<file path="src/rtl/regwb_pkg.sv">
// Shared constants and helpers for the register-file write-back arbiter.
// Optional forwarding port is enabled with the REGWB_FWD_EN macro.
package regwb_pkg;

    localparam int REGWB_ADDR_W   = 5;
    localparam int REGWB_DATA_W   = 32;
    localparam int REGWB_NREQ_DEF = 3;

    // Width of an index able to name any of n requesters.
    function automatic int ptr_w(input int n);
        return (n > 1) ? $clog2(n) : 1;
    endfunction

endpackage

</file>
<file path="src/rtl/rr_arbiter.sv">
// Round-robin grant over NREQ requesters with a last-grant pointer.
// Search starts one above the last granted index and wraps around.
module rr_arbiter
    import regwb_pkg::*;
#(
    parameter int NREQ = REGWB_NREQ_DEF
) (
    input  logic            clk,
    input  logic            rst,
    input  logic            hold,
    input  logic [NREQ-1:0] req_valid,
    output logic [NREQ-1:0] grant
);

    localparam int PW = ptr_w(NREQ);

    logic [PW-1:0] ptr;
    logic [PW-1:0] gidx;

    // First valid requester above ptr wins; nothing granted in hold/reset.
    always_comb begin
        int idx;
        grant = '0;
        gidx  = ptr;
        idx   = 0;
        if (!rst && !hold) begin
            for (int k = 1; k <= NREQ; k++) begin
                idx = (int'(ptr) + k) % NREQ;
                if (req_valid[idx] && grant == '0) begin
                    grant[idx] = 1'b1;
                    gidx       = PW'(idx);
                end
            end
        end
    end

    // Pointer moves to the winner on each transfer; reset favours req 0.
    always_ff @(posedge clk) begin
        if (rst) begin
            ptr <= PW'(NREQ - 1);
        end else if (|grant) begin
            ptr <= gidx;
        end
    end

endmodule

</file>
<file path="src/rtl/regfile_wb_arbiter.sv">
// Arbitrates write-back requesters onto a single register-file write port.
// Define REGWB_FWD_EN to add the fwd_rd_addr/fwd_hit/fwd_data bypass port.
module regfile_wb_arbiter
    import regwb_pkg::*;
#(
    parameter int NREQ   = REGWB_NREQ_DEF,
    parameter int ADDR_W = REGWB_ADDR_W,
    parameter int DATA_W = REGWB_DATA_W
) (
    input  logic                   clk,
    input  logic                   rst,
    input  logic                   hold,
    input  logic [NREQ-1:0]        req_valid,
    input  logic [NREQ*ADDR_W-1:0] req_addr,
    input  logic [NREQ*DATA_W-1:0] req_data,
    output logic [NREQ-1:0]        req_ready,
    output logic                   write_en,
    output logic [ADDR_W-1:0]      data_addr,
    output logic [DATA_W-1:0]      data_in,
    output logic                   busy
`ifdef REGWB_FWD_EN
    ,
    input  logic [ADDR_W-1:0]      fwd_rd_addr,
    output logic                   fwd_hit,
    output logic [DATA_W-1:0]      fwd_data
`endif
);

    logic [NREQ-1:0]   grant;
    logic [ADDR_W-1:0] sel_addr;
    logic [DATA_W-1:0] sel_data;

    rr_arbiter #(
        .NREQ (NREQ)
    ) u_arb (
        .clk       (clk),
        .rst       (rst),
        .hold      (hold),
        .req_valid (req_valid),
        .grant     (grant)
    );

    assign req_ready = grant;
    assign busy      = write_en;

    // Grant is one-hot-or-zero, so an OR-mux picks the winner's payload.
    always_comb begin
        sel_addr = '0;
        sel_data = '0;
        for (int i = 0; i < NREQ; i++) begin
            if (grant[i]) begin
                sel_addr = sel_addr | req_addr[i*ADDR_W +: ADDR_W];
                sel_data = sel_data | req_data[i*DATA_W +: DATA_W];
            end
        end
    end

    // Register the transfer; writes to register 0 are swallowed.
    always_ff @(posedge clk) begin
        if (rst) begin
            write_en  <= 1'b0;
            data_addr <= '0;
            data_in   <= '0;
        end else if (|grant) begin
            write_en  <= (sel_addr != '0);
            data_addr <= sel_addr;
            data_in   <= sel_data;
        end else begin
            write_en  <= 1'b0;
        end
    end

`ifdef REGWB_FWD_EN
    // Bypass the value being written this cycle to a same-cycle reader.
    always_comb begin
        fwd_hit  = write_en && (data_addr == fwd_rd_addr)
                   && (fwd_rd_addr != '0);
        fwd_data = data_in;
    end
`endif

endmodule
</file>
<file path="config.mk">
export PLATFORM = sky130hd
export DESIGN_NAME = regfile_wb_arbiter
export DESIGN_NICKNAME = d
export VERILOG_FILES = /design/src/rtl/regwb_pkg.sv /design/src/rtl/rr_arbiter.sv /design/src/rtl/regfile_wb_arbiter.sv
export SDC_FILE = /design/constraint.sdc
export NUM_CORES = 1
export LEC_CHECK = 0
export ABC_CLOCK_PERIOD_IN_PS = 6000
export CAP_MARGIN = 20
export CORE_AREA = 4 4 82 84
export CTS_CLUSTER_DIAMETER = 120
export CTS_CLUSTER_SIZE = 40
export DETAILED_ROUTE_END_ITERATION = 12
export DIE_AREA = 0 0 86 88
export GPL_TIMING_DRIVEN = 0
export PLACE_DENSITY = 0.93
export SYNTH_ARGS = -nofsm -noshare
export SYNTH_HDL_FRONTEND = slang
export SYNTH_SLANG_ARGS = --single-unit
</file>
<file path="constraint.sdc">
create_clock -name clk -period 6 [get_ports clk]
set_input_delay 1.8 -clock clk [delete_from_list [all_inputs] [get_ports clk]]
set_output_delay 1.8 -clock clk [all_outputs]
set_load 0.01 [all_outputs]
</file>
==> results of run 1 <==
==> sequential cells by signal, indices dropped and copies added, names as in the netlist <==
name and flops:
data_in 32, u_arb.ptr 2, data_addr 5, busy 1
==> how the worst max path moves through the flow <==
stage	startpoint	end
floorplan	req_valid[2]	req_ready[2]
global placement	req_valid[1]	req_ready[1]
detailed placement	req_valid[1]	req_ready[1]
CTS	req_valid[1]	req_ready[2]
global route	req_valid[0]	req_ready[1]
finish	req_valid[0]	req_ready[1]
==> critical path, delay by kind of cell <==
family	cells	cell delay (ns)
compound gates	2	0.35
buf+inv	3	1.42
mux	2	0.48
==> Yosys cell counts, types with 3 or more instances <==
| cell | count |
|---|---|
| dfxtp_1 | 40 |
| a21oi_1 | 39 |
| buf_2 | 9 |
| nand2_1 | 41 |
| nor2_1 | 5 |
| o21ai_0 | 3 |
| a222oi_1 | 34 |
| inv_1 | 4 |
| clkbuf_1 | 12 |
| ha_1 | 4 |
==> layer usage <==
layer / wire (um) / vias to the layer above
li1: - / 1244
met3: 873 / 15
met4: 187 / 0
met2: 4240 / 135
met5: 0 / -
met1: 2880 / 1246
==> per-stage QoR <==
step | utilization (%) | setup slack (ns)
global route | 64.6 | 0.0180
detailed placement | 62.7 | -0.395
finish | 64.6 | 0.148
global placement | 62.7 | -0.373
CTS | 64.4 | -0.131
floorplan | - | 0.985
==> logic make-up (layout without fill, tap and decap cells) <==
kind of cell,count (synthesis),count (layout),synth area share (%)
adders and majority gates,4,4,2.45
buffers and inverters,28,191,6.61
and+or+nand+nor,61,61,13.6
DFF,40,40,39.2
AOI/OAI and AO/OA,97,97,35.9
muxes,3,3,2.33
==> power by group <==
part	total, mW	internal, mW	switching, mW
sequential	0.375	0.338	0.0367
combinational	0.752	0.376	0.376
clock	0.187	0.0935	0.0934
==> what timing repair did <==
action,4_1_cts,5_1_grt
endpoints found under the setup margin,3,2
resized for setup,4,4
endpoints found under the hold margin,0,0
setup buffers,0,1
pin swaps,0,1
gates cloned,0,0
==> area by class of cell <==
type	count	area (um^2)	area share, %
repair buffers	158	1580	41.3
multi-input cells	165	1120	29.4
flip-flops and latches	40	801	20.9
plain buffers	21	116	3.04
well taps	75	93.8	2.45
clock buffers	7	86.3	2.26
inverters	4	15.0	0.392
clock inverters	1	7.51	0.196
==> qor.yml, run 1 <==
status: "completed"
dp_cells: 465
r2r_end: "busy"
wl_per_cell_um: 17.4
cts.reportedPaths.clkPinSlew_ns: 0.07
clock_latency_ns: 0.29
critPathKind: "in -> out"
r2r_setup_slack_ns: 3.01
yosysTopAreaCell: "dfxtp_1"
setup_viol: 0
finalMaxSlewViolations: 0
grtUsageMet3_pct: 7.34
min_from: "data_in[0]"
synth_area_mm2: 0.00204
startpoint_type: "primary input"
async_reset_ff_share_pct: 0
synth_edf_count: 0
drv_cap: 0
grt_pass1_vias: 2790
numCtsBuffers: 5
ys_warn_count: 0
final_nets: 516
min_to: "data_in[0]"
synth_nets: 354
cpPeakStageDelay_ns: 0.60
top_usage_layer: "met2"
nFillCells: 516
slowest_stage: "clkdlybuf4s50_1"
cp.arrival_ns: 4.05
grt_pass1_wl_um: 12400
period_share_pct: 97.5
worstPathRequired_ns: 4.20
ir_drop_mv: 0.170
tns_ns: 0
finalPower_mw: 1.31
cp-end-kind: "output pin"
holdPathStages: 2
fp-row-count: 28
htree_levels: 2
gr-usage-met1_pct: 20.5
clockBufferDepth: 2
finClkSkew_ns: 0.0111
drt_iter0_markers: 137
antenna_found_initial: 0
seq_area_frac_synth_pct: 39.2
vias: 2640
die_w_um: 86
n_antenna_cell: 0
die_area_mm2: 0.00757
grt_overflow: 0
timing.fmax_mhz: 171
routed_wl_um: 8180
die_h_um: 88
holdWs_ns: 0.450
drtAntennaViolNets: 0
hp-class: "reg -> reg"
gp_congestion: 0.870
path_common_cell: "clkdlybuf4s50_1"
crit_chain: "clkdlybuf4s50_1 -> mux2_4 -> mux2i_4 -> o2bb2ai_2 -> o21ai_1 -> clkbuf_4 -> clkdlybuf4s50_1"
synthToLayoutAreaGrowth_pct: 87.1
pin_count: 159
ys_seq_elements: 40
stdcell_count: 471
finalInstanceArea_mm2: 0.00383
period_needed_ns: 5.85
synth_top_area_share_pct: 39.2
critPathMaxFanout: 19
syn_area_per_cell_um2: 8.77
synth_cell_types: 42
cts_tree: "built"
holdBufCountCts: 0
rsz0062_at_grt: "no"
vias_per_cell: 5.61
met2_usage_pct: 38.3
drive_above_1_share_pct: 6.57
synth_ff_type: "dfxtp_1"
netlist_instances: 233
dp_hpwl_um: 6480
firstDrtPassIters: 5
grtUsageTotal_pct: 20.7
cts_root_buf: "clkbuf_8"
start_util_pct: 34.5
tightest_slew_ns: 0.464
p_leak_nw: 1.37
reg2reg_from: "u_arb.ptr[0]"
p_per_area_mw_per_mm2: 343
placedInstanceArea_mm2: 0.00371
yosys-top-cells-area: "dfxtp_1 39%, a222oi_1 17%, a21oi_1 9.5%"
coreArea_mm2: 0.00592
cts.sinks: 40
layout_common_cells: "156 x clkdlybuf4s50_1, 41 x nand2_1, 40 x dfxtp_1"
hold_viol: 0
slew-limit-headroom_pct: 69.1
drcViolationCount: 0
worst-r2r-cell-count: 10
numPortBuffers: 157
final_common_cell: "clkdlybuf4s50_1"
grt_max_degree: 20
(Power assumes the default switching activity.)
==> run 2, diff against run 1 <==
PLACE_DENSITY = 0.87   (was 0.93)
==> run 2 against run 1 <==
  * Critical path depth decreased by 1
  * Design area increased by 1.2%
  * Sequential cell count unchanged
  * Worst hold slack improved by 0.00064 ns
  * Maximum frequency decreased by 0.90%
  * Combinational power increased by 0.8%
  * Sequential share of layout area decreased by 0.26 points
  * Global-route usage increased by 0.082 points
  * Count of clock-buffer cells in the layout unchanged
==> qor.yml, run 2 (synthesis results as in run 1) <==
pin_count: 159  # unchanged
r2r_setup_slack_ns: 2.91  # -0.10 ns
status: "completed"
layout_common_cells: "156 x clkdlybuf4s50_1, 41 x nand2_1, 40 x dfxtp_1"
p_sw_mw: 0.511  # +0.94%
hp-class: "reg -> reg"
cp_top_family: "buffers and inverters"
antenna_found_initial: 0  # unchanged
drtAntennaViolNets: 0  # unchanged
multi_input_area_mm2: 0.00113  # +0.33%
nFillCells: 486  # -5.8%
regMostFlops: "data_in"
placedInstanceArea_mm2: 0.00371  # unchanged
cts_root_buf: "clkbuf_8"
period_needed_ns: 5.90  # +0.0529 ns
period_share_pct: 98.4  # +0.88 points
die_h_um: 88  # unchanged
gp_congestion: 0.870  # about the same
synthToLayoutAreaGrowth_pct: 89.5
largest_reg_flops: 32  # unchanged
numCtsBuffers: 5  # unchanged
combinationalPowerShare_pct: 55.1  # -2.1 points
cts.sinks: 40  # unchanged
startpoint_type: "primary input"
fp-row-count: 28  # unchanged
final.setup.worst_slack_ns: 0.0955  # -0.0529 ns
final_util_pct: 65.4  # +0.80 points
grt_overflow: 0  # unchanged
vias_per_cell: 5.52  # -1.4%
n_antenna_cell: 0  # unchanged
die_area_mm2: 0.00757  # unchanged
regArea_um2: 801  # unchanged
p_per_area_mw_per_mm2: 355  # +3.4%
drt_iter0_markers: 262  # +91%
vias: 2613  # -1.0%
clockPowerShare_pct: 17.5  # +3.3 points
finClkSkew_ns: 0.00643  # -0.00462 ns
holdBufCountCts: 0  # unchanged
critPathKind: "in -> out"
setup_viol: 0  # unchanged
slowest_stage: "clkdlybuf4s50_1"
start_util_pct: 34.5  # unchanged
clock_latency_ns: 0.29  # about the same
p_leak_nw: 1.40  # +2.2%
grt_max_degree: 20  # unchanged
grt_pass1_wl_um: 12400  # -0.17%
drcViolationCount: 0  # unchanged
grtUsageTotal_pct: 20.7  # +0.082 points
cts_tree: "built"
cpPeakStageDelay_ns: 0.58  # -0.02 ns
dp_cells: 465  # unchanged
intPower_mw: 0.864  # +7.0%
largestRegisters: "data_in (32), data_addr (5), u_arb.ptr (2)"
grt_pass1_vias: 2618  # -6.2%
pre_cts_slack_ns: -0.441  # -0.0466 ns
crit_chain: "clkdlybuf4s50_1 -> or2_2 -> or2_2 -> o32ai_4 -> buf_4 -> clkdlybuf4s50_1"
cp.arrival_ns: 4.10  # +0.05 ns
stdcell_count: 473  # +0.42%
slew-limit-headroom_pct: 66.9  # -2.2 points
drive_above_1_share_pct: 7.54  # +0.97 points
final_nets: 518  # +0.39%
wl_per_cell_um: 17.3  # -0.33%
coreArea_mm2: 0.00592  # unchanged
routed_wl_um: 8190  # about the same
worstPathRequired_ns: 4.20  # about the same
hold_viol: 0  # unchanged
netSwitchingFraction_pct: 37.2  # -1.4 points
finalInstanceArea_mm2: 0.00387  # +1.2%
die_w_um: 86  # unchanged
cts.reportedPaths.clkPinSlew_ns: 0.08  # about the same
p_seq_share_pct: 27.4  # -1.1 points
numPortBuffers: 157  # unchanged
rsz0062_at_grt: "yes"
ir_drop_mv: 0.173  # +1.5%
finalMaxSlewViolations: 0  # unchanged
cp-end-kind: "output pin"
drv_cap: 0  # unchanged
timing.fmax_mhz: 169  # -0.90%
critPathBufInv: 3  # unchanged
dp_hpwl_um: 6430  # -0.78%
tightest_slew_ns: 0.496  # +0.0325 ns
htree_levels: 2  # unchanged
clockBufferDepth: 2  # unchanged
final_common_cell: "clkdlybuf4s50_1"
critPathMaxFanout: 19  # unchanged
firstDrtPassIters: 6  # +1
==> run 2: final timing paths <==
path             endpoint  depth (start not counted)    startpoint
min           data_in[13]                          2   data_in[13]
max reg2reg          busy                         12  u_arb.ptr[0]
min reg2reg   data_in[13]                          2   data_in[13]
max          req_ready[2]                          6           rst
==> run 2: power by group through the flow <==
stage | combinational [mW] | clock [mW] | sequential, mW
after global routing | 0.826 | 0.256 | 0.386
final | 0.758 | 0.240 | 0.377
after floorplan | 0.382 | 0 | 0.410
after global placement | 0.721 | 0 | 0.377
after CTS | 0.746 | 0.247 | 0.377
after detailed placement | 0.741 | 0 | 0.382
==> run 2: cell type report <==
type / count / share of cell area, %
repair buffers: 159 / 41.0
clock inverters: 1 / 0.775
multi-input cells: 165 / 29.1
flip-flops and latches: 40 / 20.7
inverters: 4 / 0.388
well taps: 75 / 2.42
plain buffers: 22 / 3.10
clock buffers: 7 / 2.49
==> run 2: metal layers <==
layer	GRT usage [%]	wire length (um)	share of wire (%)
met1	22.7	3010	37
met3	6.87	900	11
met5	0	0	0
met4	5.18	66	0.81
met2	38.5	4210	51
==> run 2: repair_timing <==
item                                    CTS  global route
endpoints found under the setup margin    3             3
pin swaps                                 0             1
setup buffers                             0             2
resized for setup                         3             7
hold endpoints to repair                  0             0
==> run 2: per-stage QoR <==
stage / total power [mW] / setup TNS (ns) / hold slack [ns]
CTS: 1.37 / -0.380 / 0.453
global route: 1.47 / -0.000369 / 0.471
global placement: 1.10 / -0.871 / 0.437
finish: 1.38 / 0 / 0.451
floorplan: 0.791 / 0 / 0.476
detailed placement: 1.12 / -1.02 / 0.442
==> run 2: tightest hold or removal path: cells and delay by family, from the launching register on <==
kind / cells / cell delay [ns]
compound gates: 1 / 0.05
simple gates: 1 / 0.05
flops: 1 / 0.31
==> run 3, diff against run 2 <==
SLEW_MARGIN = 20   (was not set)
==> results of run 3 <==
No change in the layout: final DEF, timing and power equal those of run 2.
